$ cat config.mk
export PLATFORM = sky130hd
export DESIGN_NAME = seq_detector_prog
export DESIGN_NICKNAME = d
export VERILOG_FILES = /design/src/rtl/seq_det_pkg.sv /design/src/rtl/sat_counter.sv /design/src/rtl/seq_detector_prog.sv
export SDC_FILE = /design/constraint.sdc
export NUM_CORES = 1
export LEC_CHECK = 0
export CORE_ASPECT_RATIO = 1.4
export CORE_UTILIZATION = 36
export CTS_CLUSTER_DIAMETER = 120
export DETAILED_ROUTE_END_ITERATION = 6
export SETUP_SLACK_MARGIN = 0.1
export SYNTH_ARGS = -nofsm -noshare
export SYNTH_HDL_FRONTEND = slang
export SYNTH_SLANG_ARGS = --single-unit
$ cat constraint.sdc
create_clock -name clk -period 4.4 [get_ports clk]
set_clock_uncertainty 0.1 [all_clocks]
set_input_delay 0.66 -clock clk [delete_from_list [all_inputs] [get_ports clk]]
set_output_delay 0.66 -clock clk [all_outputs]
set_load 0.01 [all_outputs]
$ cat src/rtl/seq_det_pkg.sv
// ============================================================================
// seq_det_pkg : shared types and helpers for the programmable sequence detector
// Revision    : 1.0
// ============================================================================
`default_nettype none

package seq_det_pkg;

  typedef enum logic [1:0] {
    ST_UNCFG = 2'd0,
    ST_FILL  = 2'd1,
    ST_RUN   = 2'd2
  } state_t;

  localparam int DEF_MAX_LEN = 8;

  function automatic int len_width(input int max_len);
    return $clog2(max_len + 1);
  endfunction

endpackage

`default_nettype wire

$ cat src/rtl/sat_counter.sv
// ============================================================================
// sat_counter : saturating up-counter, synchronous clear has priority
// Revision    : 1.0
// ============================================================================
`default_nettype none

module sat_counter #(
  parameter int WIDTH = 16
) (
  input  logic             clk,
  input  logic             rst_n,
  input  logic             inc,
  input  logic             clr,
  output logic [WIDTH-1:0] count
);

  logic [WIDTH-1:0] r_count;

  always_ff @(posedge clk or negedge rst_n) begin
    if (!rst_n) begin
      r_count <= '0;
    end else if (clr) begin
      r_count <= '0;
    end else if (inc && (r_count != {WIDTH{1'b1}})) begin
      r_count <= r_count + WIDTH'(1);
    end
  end

  assign count = r_count;

endmodule

`default_nettype wire

$ cat src/rtl/seq_detector_prog.sv
// ============================================================================
// seq_detector_prog : runtime-programmable serial bit-pattern detector
// Revision          : 1.0
// ============================================================================
`default_nettype none

module seq_detector_prog
  import seq_det_pkg::*;
#(
  parameter  int MAX_LEN = DEF_MAX_LEN,
  parameter  int CNT_W   = 16,
  localparam int LEN_W   = len_width(MAX_LEN)
) (
  input  logic               clk,
  input  logic               rst_n,
  input  logic               cfg_load,
  input  logic [MAX_LEN-1:0] cfg_pattern,
  input  logic [LEN_W-1:0]   cfg_len,
  input  logic               cfg_overlap,
  input  logic               in_valid,
  input  logic               in,
  input  logic               count_clr,
  output logic               detected,
  output logic [CNT_W-1:0]   match_count,
  output logic               cfg_err,
  output logic               armed
);

  state_t             r_state;
  state_t             w_state_next;
  logic [MAX_LEN-1:0] r_hist;
  logic [LEN_W-1:0]   r_fill;
  logic [MAX_LEN-1:0] r_pattern;
  logic [LEN_W-1:0]   r_len;
  logic               r_overlap;
  logic               r_detected;
  logic               r_cfg_err;

  logic [MAX_LEN-1:0] w_hist_next;
  logic [MAX_LEN-1:0] w_len_mask;
  logic [LEN_W:0]     w_fill_inc;
  logic               w_fill_ok;
  logic               w_cfg_valid;
  logic               w_shift;
  logic               w_match;

  assign w_hist_next = {r_hist[MAX_LEN-2:0], in};
  assign w_fill_inc  = {1'b0, r_fill} + (LEN_W+1)'(1);
  assign w_fill_ok   = (w_fill_inc >= {1'b0, r_len});
  assign w_cfg_valid = (cfg_len != '0) && (cfg_len <= LEN_W'(MAX_LEN));
  // A load in the same cycle as a valid bit discards that bit.
  assign w_shift     = in_valid && !cfg_load && (r_state != ST_UNCFG);

  always_comb begin
    w_len_mask = '0;
    for (int i = 0; i < MAX_LEN; i++) begin
      w_len_mask[i] = (i < int'(r_len));
    end
  end

  // State register
  always_ff @(posedge clk or negedge rst_n) begin
    if (!rst_n) begin
      r_state <= ST_UNCFG;
    end else begin
      r_state <= w_state_next;
    end
  end

  // Next-state logic
  always_comb begin
    w_state_next = r_state;
    if (cfg_load) begin
      w_state_next = w_cfg_valid ? ST_FILL : ST_UNCFG;
    end else if (w_shift) begin
      if (w_match) begin
        w_state_next = r_overlap ? ST_RUN : ST_FILL;
      end else if (w_fill_ok) begin
        w_state_next = ST_RUN;
      end
    end
  end

  // Output / match logic
  always_comb begin
    w_match = w_shift && w_fill_ok &&
              (((w_hist_next ^ r_pattern) & w_len_mask) == '0);
    armed   = (r_state != ST_UNCFG);
  end

  always_ff @(posedge clk or negedge rst_n) begin
    if (!rst_n) begin
      r_hist     <= '0;
      r_fill     <= '0;
      r_pattern  <= '0;
      r_len      <= '0;
      r_overlap  <= 1'b0;
      r_detected <= 1'b0;
      r_cfg_err  <= 1'b0;
    end else begin
      r_detected <= w_match;
      if (cfg_load) begin
        r_hist <= '0;
        r_fill <= '0;
        if (w_cfg_valid) begin
          r_pattern <= cfg_pattern;
          r_len     <= cfg_len;
          r_overlap <= cfg_overlap;
          r_cfg_err <= 1'b0;
        end else begin
          r_pattern <= '0;
          r_len     <= '0;
          r_overlap <= 1'b0;
          r_cfg_err <= 1'b1;
        end
      end else if (w_shift) begin
        r_hist <= w_hist_next;
        if (w_match && !r_overlap) begin
          r_fill <= '0;
        end else if (w_fill_ok) begin
          r_fill <= r_len;
        end else begin
          r_fill <= w_fill_inc[LEN_W-1:0];
        end
      end
    end
  end

  sat_counter #(
    .WIDTH (CNT_W)
  ) u_match_cnt (
    .clk   (clk),
    .rst_n (rst_n),
    .inc   (w_match),
    .clr   (count_clr),
    .count (match_count)
  );

  assign detected = r_detected;
  assign cfg_err  = r_cfg_err;

endmodule

`default_nettype wire

### Yosys cells after proc, flatten, opt, wreduce, memory -nomap -nowiden

Cells that the tools add are included.

| cells by class | value |
|---|---|
| $add $sub $neg | 2 |
| multiplexer cells | 18 |
| eq/ne operators | 1 |
| $lt $le $gt $ge | 10 |
| reductions and logical operators | 16 |
| bitwise gates (word level) | 2 |

Operators with widths:

| kind | count |
|---|---|
| two-way mux 16 bit | 2 |
| two-way mux 4 bit | 5 |
| adder 16 x 1 -> 16 bit (second input constant) | 1 |
| < comparator 3 x 4 -> 1 bit (first input constant) | 4 |
| inequality test 16 bit (second input constant) | 1 |
| two-way mux 7 bit | 2 |
| two-way mux 2 bit | 5 |
| bitwise AND 8 bit | 1 |
| logical NOT 8 bit | 1 |
| < comparator 1 x 4 -> 1 bit (first input constant) | 2 |
| < comparator 2 x 4 -> 1 bit (first input constant) | 2 |
| two-way mux 8 bit | 1 |
| XOR 8 bit | 1 |
| logical AND 1 bit | 7 |
| nonzero test 2 bit | 3 |
| adder 4 x 1 -> 5 bit (second input constant) | 1 |
| >= comparator 5 x 4 -> 1 bit | 1 |
| less-or-equal comparator 4 bit (second input constant) | 1 |
| nonzero test 4 bit | 1 |
| two-way mux 1 bit | 3 |
| nonzero test 3 bit | 1 |
| logical NOT 1 bit | 2 |
| AND reduction 2 bit | 1 |

| storage, ports and cells | value |
|---|---|
| register bits | 44 |
| output and inout port bits | 19 |
| word-level logic and storage cells | 58 |
| input bits | 19 |

### Depth between registers and ports, before layout

Gate-level depths: netlist of the first run.

| depth | value |
|---|---|
| word-level depth | 9 |
| gate-level depth with buffers | 11 |
| depth with buffers taken out | 9 |

### By module

Synthesis of the first run repeated with hierarchy kept, for this count alone.

| second synthesis, totals | value |
|---|---|
| cell total of the unflattened synthesis | 247 |
| area, all modules | 2386.0 µm² |

By module, submodules not included:

| module | area each (µm²) | sequential area each (µm²) | instances | cells each |
|---|---|---|---|---|
| seq_detector_prog | 1443.9 | 700.7 | 1 | 149 |
| sat_counter | 942.2 | 400.4 | 1 | 98 |

### Least setup slack after synthesis of the first run

OpenSTA, ideal clock, no wires.

| timing | value |
|---|---|
| path kind | register to register |
| start point | register r_fill[0] |
| end point | register u_match_cnt.r_count[11] (netlist: u_match_cnt.count[11]) |
| data arrival time | 2.356 ns |
| cell stages (with the launch flop) | 11 |
| period minus slack after synthesis | 2.534 ns |
| library setup time | 0.078 ns |
| path slack | 1.866 ns |
| buffers on the path | 1 |
| required time | 4.222 ns |
| path through | dfrtp_1 ha_1 xor2_1 ha_1 nand2_1 o21ai_1 a22oi_1 nand4b_1 buf_2 or4_1 a21oi_1 |

| between the ends | value |
|---|---|
| longest elaborated chain between the ends | 6 |

RTL lines:

| element | line | RTL |
|---|---|---|
| start: declaration | seq_detector_prog.sv:32 | `logic [LEN_W-1:0] r_fill;` |
| start signal: assignment | seq_detector_prog.sv:121 | `r_fill <= r_len;` |
| start signal: assignment | seq_detector_prog.sv:123 | `r_fill <= w_fill_inc[LEN_W-1:0];` |
| adder 4 x 1 -> 5 bit | seq_detector_prog.sv:48 | `assign w_fill_inc = {1'b0, r_fill} + (LEN_W+1)'(1);` |
| >= comparator 5 x 4 -> 1 bit | seq_detector_prog.sv:49 | `assign w_fill_ok = (w_fill_inc >= {1'b0, r_len});` |
| logical AND 1 bit (2 in a row) | seq_detector_prog.sv:86 | `w_match = w_shift && w_fill_ok &&` |
| logical AND 1 bit | sat_counter.sv:24 | `end else if (inc && (r_count != {WIDTH{1'b1}})) begin` |
| nonzero test 2 bit (no source line) | -- |  |
| end signal: assignment | sat_counter.sv:25 | `r_count <= r_count + WIDTH'(1);` |
| end: declaration | sat_counter.sv:17 | `logic [WIDTH-1:0] r_count;` |

No other way between the ends.
A chain may end at the register's enable or synchronous reset.

### Worst setup path in the final report of the first run

| timing | value |
|---|---|
| start point | input cfg_load |
| end point | register u_match_cnt.r_count[10] (netlist: u_match_cnt.count[10]) |

| between the ends | value |
|---|---|
| longest elaborated chain between the ends | 7 |

RTL lines:

| element | line | RTL |
|---|---|---|
| start: declaration | seq_detector_prog.sv:16 | `input logic cfg_load,` |
| logical NOT 1 bit | seq_detector_prog.sv:52 | `assign w_shift = in_valid && !cfg_load && (r_state != ST_UNCFG);` |
| logical AND 1 bit (2 in a row) | seq_detector_prog.sv:52 |  |
| logical AND 1 bit (2 in a row) | seq_detector_prog.sv:86 |  |
| logical AND 1 bit | sat_counter.sv:24 |  |
| nonzero test 2 bit (no source line) | -- |  |

No other way between the ends.

==> results of run 1 <==
metrics by stage:
| step | area, um^2 | util (%) | setup slack [ns] | power (mW) | std cells |
|---|---|---|---|---|---|
| after floorplan | 2280 | - | 1.87 | 0.541 | 243 |
| after global placement | 2710 | 45.2 | 0.854 | 0.599 | 343 |
| after detailed placement | 2710 | 45.2 | 0.769 | 0.599 | 343 |
| after CTS | 2820 | 47.1 | 1.07 | 0.917 | 351 |
| after global routing | 2820 | 47.1 | 0.782 | 0.954 | 351 |
| final | 2820 | 47.1 | 1.06 | 0.904 | 351 |
critical path, delay by kind of cell:
kind                   cells  cell delay, ns
buffers and inverters      3            0.96
AOI/OAI and AO/OA          2            0.40
and+or+nand+nor            4            1.41
metal layers:
layer	track usage [%]	routed length (um)
met4	5.78	68
met2	30.0	2580
met1	19.9	2240
met5	0	0
met3	3.04	183
sequential cells by signal, indices dropped and copies added (netlist names):
register and cells:
u_match_cnt.count 16, r_fill 4, r_pattern 8, r_len 4
cfg_err 1, detected 1, r_hist 7, r_state 2
r_overlap 1
cell type report:
cell class | count | area [um^2]
flip-flops and latches | 44 | 1100
inverters | 10 | 37.5
repair buffers | 39 | 380
clock buffers | 5 | 68.8
multi-input cells | 180 | 1100
well taps | 70 | 87.6
clock inverters | 3 | 42.5
fillers | 572 | 3170
power by group through the flow:
stage	clock, mW	combinational, mW	sequential [mW]
floorplan	0	0.0946	0.447
global placement	0	0.149	0.450
detailed placement	0	0.149	0.451
CTS	0.323	0.151	0.443
global route	0.342	0.167	0.446
finish	0.312	0.148	0.443
path summary, 6_finish.rpt:
path	endpoint	slack (ns)
worst min register to register	cfg_err$_DFFE_PN0P_	0.41
worst max-delay path	u_match_cnt.count[10]$_DFFE_PN0P_	1.06
max in group asynchronous	u_match_cnt.count[0]$_DFFE_PN0P_	3.16
worst max register to register	u_match_cnt.count[10]$_DFFE_PN0P_	1.07
worst min-delay path	u_match_cnt.count[13]$_DFFE_PN0P_	0.40
min in group clk	cfg_err$_DFFE_PN0P_	0.41
kinds of logic after synthesis:
logic type / Yosys count / share of synthesized area [%]
flip-flops: 44 / 48.4
multiplexers: 3 / 1.43
adder cells (fa/ha/maj): 6 / 3.30
XOR/XNOR: 12 / 4.62
AO/OA/AOI/OAI: 71 / 19.1
AND/OR/NAND/NOR: 88 / 19.9
buffers and inverters: 19 / 3.30
cells in the final DEF, fill, tap and decap left out, types with 3 or more instances in the layout:
master,instances
dfrtp_1,44
clkdlybuf4s50_1,36
nand2_1,30
a21oi_1,20
o21ai_0,20
nor2_1,16
nand3_1,9
inv_1,9
or3_1,9
a22o_1,9
xnor2_1,8
o22ai_1,6
o31ai_1,6
ha_1,6
clkbuf_8,5
xor2_1,4
nor3_1,4
or4_1,4
nand4_1,3
and3_1,3
==> results by group, run 1 <==
Outcome
  – Status: completed

Timing
  – Tmin final: 3.34 ns
  – Final setup violation count: 0
  – Slew headroom: about a third
  – RSZ-0062 raised after global routing: false
  – Setup_tns: 0 ns
  – F_max: between 0.2 and 0.3 GHz
  – Fin. max-slew vios: 0
  – Final hold slack: roughly 0.40 ns
  – Slew @ Worst Pin: 0.986 ns
  – Final hold vios: 0
  – Share of the clock period used by the worst path: 75.8%

Clocking
  – Post-CTS sizing: 0
  – CTS Buf Count: 5
  – Clock tree root buffer cell: clkbuf_8
  – CTS sink cnt: 44
  – Cts hold-fix bufs: 0
  – Clock tree buffer depth: 2
  – Reg clk slew, reported paths: 0.08 ns
  – Setup bufs post-CTS: 0
  – CTS tree: done
  – Clock latency on the worst-skew pair: 0.30 ns
  – H-tree depth: 2

Synthesis
  – Post-synth cell types: 41
  – Seq/Total Area, Yosys: between 40% and 50%
  – Asr flop ratio synth: 100%
  – Cells after synthesis: 243
  – #FFs+latches synth: 44
  – Top cells by count, synth: dfrtp_1 (44), nand2_1 (30), a21oi_1 (20), o21ai_0 (20), nor2_1 (16)
  – Top cell type's share of synthesized area: 48.4%
  – Post-synth EDFFs: 0
  – Yosys top cell by area: dfrtp_1
  – Syn nets: 268
  – Synth top area cells: dfrtp_1 (48%), nand2_1 (4.9%), a21oi_1 (4.4%)
  – Top_reg_cell synth: dfrtp_1
  – Top-count cell post-synth: dfrtp_1
  – Syn Area/Cell: 9.37 um^2
  – Post-synth design cell area: 0.00228 mm^2
  – Synthesis Warnings: 0

Routing
  – Residual DRC: 0
  – Routed wire length: 5070 um
  – Drt pass-1 iters: 4
  – Drt via density: 5.55
  – Via count of the routed design: 1948
  – DR iter-0 viols: about 130
  – DRT antenna net count: 0
  – Wire per inst: 14.4 um

Worst setup path
  – Critical path required time: 4.50 ns
  – CP dominant cell by count: buf_4
  – Worst Path Arrival: 3.44 ns
  – Critical path type: input port to register
  – Reg-to-Reg Start: r_fill[0]$_DFFE_PN0P_
  – Nature of the critical path endpoint: register
  – Critical-path cell list: clkdlybuf4s50_1 -> buf_4 -> nand2b_4 -> nor2_4 -> a22oi_1 -> nand4b_1 -> buf_4 -> or3_1 -> a21oi_1
  – CP startpoint: cfg_load
  – Worst-path maximum fanout: 19
  – Slowest stage delay, CP: 0.63 ns
  – Critical-path top delay cell: nand4b_1
  – Startpoint Class: input port
  – Worst r2r path cells: 10

Global route
  – GRT overflow: 0
  – GRT Total Usage: 16.6%
  – First-pass GRT wire length: 8760 um
  – Largest net degree at the start of global routing: 45
  – Initial antenna violation count: 0
  – Vias in the first global route: 1841

Placed design
  – IO buf count: 37
  – Final HPWL DP: 3610 um
  – RD Place Congestion: 0.767

Floorplanning
  – Site Rows: 33
  – Die area: 0.00665 mm^2
  – Num ports: 38
  – Die width: 69.2 um
  – Core area: 0.00599 mm^2
  – Initial Utilization: 38.0%
  – Die Y: 96.1 um

Power
  – Cell Int Power: 658 uW
  – Combinational Power Share: between 10% and 20%
  – Worst VDD drop: 216 uV
  – NetSw: ~250 uW
  – PD cells: 321 mW/mm^2
  – Switching share of power: 27.2%
  – Power share of the sequential group: about half
  – Leak pwr: 1.13 nW
  – Clock Power Share: 34.5%

Layout
  – NumNets Final: around 300
  – Layout cell share with drive strength beyond 1: 6.76%
  – Inserted Diodes: 0
  – Area Overhead vs Synth: 23.8%

Job
  – Maxcap violations: 0

Worst hold path
  – Hold crit path type: input port to asynchronous set/reset pin
No activity file was read; power rests on OpenSTA's default activity.
==> run 2: changes to the inputs <==
==> constraint.sdc (replaced) <==
create_clock -name clk -period 2.8 [get_ports clk]
set_clock_uncertainty 0.1 [all_clocks]
set_input_delay 0.42 -clock clk [delete_from_list [all_inputs] [get_ports clk]]
set_output_delay 0.42 -clock clk [all_outputs]
set_load 0.01 [all_outputs]
==> run 2 against run 1 <==
Effect of this change: power rose by 55%; wire length rose by 8.3%; cell count rose by 4.0%.
==> results by group, run 2 (synthesis results as in run 1) <==
Layout
  – Reg area: between 0.001 and 0.0015 mm^2
  – Multi-input logic area: 0.00117 mm^2
  – Max FFs per register: 16
  – Final Core Density: 50.3%
  – Commonest non-fill, non-tap cell in the layout: dfrtp_1
  – Inserted Diodes: 0
  – Layout Cells excl Fill: about 370
  – Number of fill cells: 557
  – Most frequent cells in the layout: dfrtp_1 (44), clkdlybuf4s50_1 (36), nand2_1 (29)
  – Finished Cell Area: 0.00301 mm^2
  – Area Overhead vs Synth: 32.3%
  – Layout cell share with drive strength beyond 1: 16.3%
  – NumNets Final: 319

Floorplanning
  – Site Rows: 33
  – Num ports: 38
  – Initial Utilization: 38.0%
  – Die width: 69.2 um
  – Die Y: around 96 um
  – Core area: ~0.006 mm^2
  – Die area: 0.00665 mm^2

Clocking
  – CTS sink cnt: 44
  – Clock tree buffer depth: 2
  – CTS Buf Count: 5
  – Cts hold-fix bufs: 0
  – CTS tree: done
  – H-tree depth: 2
  – Clock latency on the worst-skew pair: 0.30 ns
  – Reg clk slew, reported paths: 0.09 ns
  – Clock tree root buffer cell: clkbuf_8

Worst setup path
  – Critical path type: register to register
  – Worst r2r path cells: 10
  – Setup crit end: u_match_cnt.count[12]$_DFFE_PN0P_
  – Worst Path Arrival: 2.79 ns
  – FF-to-FF End: u_match_cnt.count[12]$_DFFE_PN0P_
  – CP startpoint: r_fill[0]$_DFFE_PN0P_
  – Worst-path maximum fanout: 8
  – Critical path required time: 2.92 ns
  – Worst R2R Setup Slack: between 0.1 and 0.15 ns
  – Reg-to-Reg Start: r_fill[0]$_DFFE_PN0P_
  – Startpoint Class: register
  – Nature of the critical path endpoint: register

Global route
  – Initial antenna violation count: 0
  – Vias in the first global route: between 1500 and 2000
  – GRT overflow: 0
  – First-pass GRT wire length: between 8000 and 9000 um
  – GRT Total Usage: 16.4%
  – Largest net degree at the start of global routing: 45

Timing
  – RSZ-0062 raised after global routing: true
  – Fin. max-slew vios: 0
  – Share of the clock period used by the worst path: 95.4%
  – Slew headroom: about a third
  – Slew @ Worst Pin: 0.976 ns
  – Setup_tns: 0 ns
  – Tmin final: ~2.7 ns
  – F_max: 0.375 GHz
  – Final worst setup slack: 0.130 ns
  – Final setup violation count: 0
  – Final hold vios: 0

Power
  – Power share of the sequential group: approximately 50%
  – Leak pwr: 1.23 nW
  – PD cells: 466 mW/mm^2
  – Combinational Power Share: 21.8%
  – NetSw: 413 uW
  – Switching share of power: 29.5%
  – Clock Power Share: between 20% and 30%
  – Cell Int Power: 989 uW
  – Worst VDD drop: slightly below 300 uV

Placed design
  – RD Place Congestion: 0.774
  – Dpl cell area: 0.00278 mm^2
  – Setup slack at placement: 0.186 ns
  – Final HPWL DP: 3660 um
  – IO buf count: 37
  – Post-Place Cells: 351

Routing
  – Drt via density: 5.56
  – Routed wire length: 5490 um
  – Residual DRC: 0
  – Via count of the routed design: 2030
  – DRT antenna net count: 0
  – Drt pass-1 iters: 4
  – DR iter-0 viols: 134
  – Wire per inst: ~15 um

Worst hold path
  – Hold crit path type: input port to asynchronous set/reset pin

Outcome
  – Status: completed

Job
  – Maxcap violations: 0
[run 2: worst min path at each step]
stage	start	to	slack, ns	cells past startpoint
2_1_floorplan	rst_n	cfg_err$_DFFE_PN0P_	0.02	0
3_3_place_gp	cfg_err$_DFFE_PN0P_	cfg_err$_DFFE_PN0P_	0.38	2
3_5_place_dp	cfg_err$_DFFE_PN0P_	cfg_err$_DFFE_PN0P_	0.39	2
4_1_cts	rst_n	u_match_cnt.count[0]$_DFFE_PN0P_	0.21	1
5_1_grt	rst_n	u_match_cnt.count[0]$_DFFE_PN0P_	0.26	1
6_report	rst_n	u_match_cnt.count[0]$_DFFE_PN0P_	0.18	1
[run 2: routing by layer]
metal  vias to the layer above  GRT usage (%)  part of all wire, %
met1                       987           18.9                   42
met2                        55           30.1                   53
met4                         0           5.44                  1.3
met3                         8           3.77                  3.6
li1                        980              -                    -
met5                         -              0                    0
[run 2: repair_timing]
action / in CTS / in global routing
setup buffers: 0 / 5
setup endpoints to repair: 0 / 8
resized for setup: 0 / 20
[run 2: cell type report]
type | count | area share (%)
multi-input cells | 180 | 39.0
clock inverters | 3 | 0.623
clock buffers | 5 | 2.29
well taps | 70 | 2.91
repair buffers | 53 | 17.4
flip-flops and latches | 44 | 36.6
inverters | 10 | 1.25
[run 2: metrics by stage]
stage	hold WS [ns]	power, mW
floorplan	0.0244	0.851
global placement	0.384	0.969
detailed placement	0.385	0.969
CTS	0.211	1.37
global route	0.263	1.48
finish	0.180	1.40
[run 2: critical path, stage by stage (launching register included)]
cell	delay [ns]
dfrtp_1	0.42
ha_4	0.19
xor2_1	0.14
ha_1	0.32
nand2_2	0.07
o21ai_2	0.18
a22oi_2	0.08
nand4b_1	0.25
buf_12	0.19
or4_4	0.50
a21oi_2	0.14
[run 2: power by group through the flow]
stage / Combinational [mW] / Sequential (mW) / Clock [mW]
2_1_floorplan: 0.149 / 0.702 / 0
3_5_place_dp: 0.264 / 0.705 / 0
4_1_cts: 0.266 / 0.693 / 0.412
6_report: 0.306 / 0.695 / 0.401
3_3_place_gp: 0.264 / 0.705 / 0
5_1_grt: 0.331 / 0.700 / 0.445
==> run 3: changes to the inputs <==
--- a/config.mk
+++ b/config.mk
@@ -6,6 +6,7 @@
 export NUM_CORES = 1
 export LEC_CHECK = 0
 export CORE_ASPECT_RATIO = 1.4
+export CORE_MARGIN = 8
 export CORE_UTILIZATION = 36
 export CTS_CLUSTER_DIAMETER = 120
 export DETAILED_ROUTE_END_ITERATION = 6
==> run 3 against run 2 <==
Effect of this change: non-clock buffer count grew 2; power grew 6.1%; fmax grew 1.9%; wire length grew 4.2%; clock-buffer cell count is the same; utilization shrank 0.99 points; critical path type unchanged; critical endpoint is now u_match_cnt.count[11]$_DFFE_PN0P_; largest cell class unchanged.
==> results by group, run 3 (synthesis results as in run 1) <==
Placed design
  – Final HPWL DP: 4010 um
  – Dpl cell area: 0.00279 mm^2
  – Post-Place Cells: 354
  – IO buf count: 37
  – RD Place Congestion: ~0.85

Worst setup path
  – Critical-path cell list: ha_2 -> xor2_1 -> ha_1 -> nand2_1 -> o21ai_2 -> a22oi_2 -> nand4b_1 -> buf_12 -> or4_4 -> a21oi_2
  – Worst R2R Setup Slack: 0.18 ns
  – FF-to-FF End: u_match_cnt.count[11]$_DFFE_PN0P_
  – Startpoint Class: register
  – CP startpoint: r_fill[1]$_DFFE_PN0P_
  – Nature of the critical path endpoint: register
  – Worst r2r path cells: 10
  – Slowest stage delay, CP: 0.50 ns
  – Worst-path maximum fanout: 7
  – Setup crit end: u_match_cnt.count[11]$_DFFE_PN0P_
  – Worst Path Arrival: approximately 2.8 ns
  – Critical path required time: approximately 2.9 ns
  – Critical-path top delay cell: or4_4
  – Critical path type: register to register
  – Reg-to-Reg Start: r_fill[1]$_DFFE_PN0P_

Clocking
  – Clock tree buffer depth: 2
  – CTS tree: done
  – Clock tree root buffer cell: clkbuf_8
  – Cts hold-fix bufs: 0
  – Clock latency on the worst-skew pair: 0.30 ns
  – H-tree depth: 2
  – Reg clk slew, reported paths: 0.09 ns
  – CTS sink cnt: 44
  – CTS Buf Count: 5

Floorplanning
  – Initial Utilization: 36.9%
  – Die width: around 83 um
  – Site Rows: 34
  – Die area: 0.00916 mm^2
  – Die Y: around 110 um
  – Num ports: 38
  – Core area: 0.00617 mm^2

Power
  – PD cells: about 490 mW/mm^2
  – Clock Power Share: 34.1%
  – Switching share of power: 27.9%
  – Cell Int Power: 1.07 mW
  – Total power: 1.49 mW
  – Combinational Power Share: 19.3%
  – Leak pwr: approximately 1.2 nW
  – NetSw: between 400 and 500 uW
  – Power share of the sequential group: 46.6%
  – Worst VDD drop: 301 uV

Routing
  – Drt via density: 5.59
  – Via count of the routed design: 2062
  – Routed wire length: 5720 um
  – Residual DRC: 0
  – Wire per inst: 15.5 um
  – DRT antenna net count: 0
  – DR iter-0 viols: 92
  – Drt pass-1 iters: 4

Timing
  – RSZ-0062 raised after global routing: true
  – Slew @ Worst Pin: 0.980 ns
  – Tmin final: 2.62 ns
  – Fin. max-slew vios: 0
  – Slew headroom: 34.7%
  – F_max: 0.382 GHz
  – Final hold vios: 0
  – Final setup violation count: 0
  – Setup_tns: 0 ns
  – Share of the clock period used by the worst path: 93.6%

Layout
  – Most frequent cells in the layout: dfrtp_1 (44), clkdlybuf4s50_1 (36), nand2_1 (30)
  – NumNets Final: ~320
  – Max FFs per register: 16
  – Layout cell share with drive strength beyond 1: 16.8%
  – Inserted Diodes: 0
  – Commonest non-fill, non-tap cell in the layout: dfrtp_1
  – Finished Cell Area: around 0.0030 mm^2
  – Layout Cells excl Fill: 369
  – Area Overhead vs Synth: 33.6%

Worst hold path
  – Hold crit path type: input port to asynchronous set/reset pin

Global route
  – GRT overflow: 0
  – Initial antenna violation count: 0
  – Vias in the first global route: 2095
  – Largest net degree at the start of global routing: 45
  – GRT Total Usage: roughly an eighth
  – First-pass GRT wire length: 9500 um

Outcome
  – Status: completed

Job
  – Maxcap violations: 0
[run 3: cell types whose count changed in the layout (fill, tap and decap cells not counted), moves of 2 or more]
cell	previous run	this run
clkinv_2	2	0
buf_4	12	15
or3_4	2	4
or3_1	7	5
[run 3: routing by layer]
layer | share of wire [%] | up-vias | routed length [um] | GRT usage, %
li1 | - | 981 | - | -
met1 | 41 | 1021 | 2320 | 13.2
met2 | 52 | 51 | 2950 | 23.1
met3 | 6.2 | 9 | 354 | 4.04
met4 | 1.7 | 0 | 95 | 4.16
met5 | 0 | - | 0 | 0
[run 3: power by group through the flow]
stage	sequential [mW]	clock, mW	combinational [mW]
floorplan	0.702	0	0.149
global placement	0.706	0	0.266
detailed placement	0.706	0	0.270
CTS	0.694	0.520	0.270
global route	0.698	0.548	0.319
finish	0.694	0.507	0.288
[run 3: worst min path at each step]
stage | endpoint | cells past startpoint | start
finish | u_match_cnt.count[14]$_DFFE_PN0P_ | 1 | rst_n
detailed placement | cfg_err$_DFFE_PN0P_ | 2 | cfg_err$_DFFE_PN0P_
global route | u_match_cnt.count[1]$_DFFE_PN0P_ | 1 | rst_n
floorplan | cfg_err$_DFFE_PN0P_ | 0 | rst_n
CTS | u_match_cnt.count[1]$_DFFE_PN0P_ | 1 | rst_n
global placement | cfg_err$_DFFE_PN0P_ | 2 | cfg_err$_DFFE_PN0P_
[run 3: area by class of cell]
class	count	area [um^2]
clock inverter	3	47.5
timing repair buffer	55	534
multi-input combinational	180	1160
tap	72	90.1
fill	577	3130
clock buffer	5	68.8
inverter	10	37.5
sequential	44	1100
[run 3: stage by stage]
| stage | hold WS, ns | util (%) | setup WS, ns |
|---|---|---|---|
| after floorplan | 0.0244 | - | 0.266 |
| after global routing | 0.259 | 49.3 | 0.0499 |
| final | 0.180 | 49.3 | 0.180 |
| after detailed placement | 0.398 | 45.2 | 0.154 |
| after CTS | 0.213 | 47.1 | 0.125 |
| after global placement | 0.390 | 45.2 | 0.226 |
[run 3: worst max-delay path: cells and delay by family (launching register included)]
kind | cells | cell delay, ns
and+or+nand+nor | 3 | 0.82
adders and majority gates | 2 | 0.50
DFF | 1 | 0.40
AOI/OAI and AO/OA | 3 | 0.39
buffers and inverters | 1 | 0.19
xor gates and xnor gates | 1 | 0.14
[run 3: what timing repair did]
item,4_1_cts,5_1_grt
endpoints found under the setup margin,0,14
endpoints found under the hold margin,0,0
buffers inserted,0,6
resized for setup,0,19
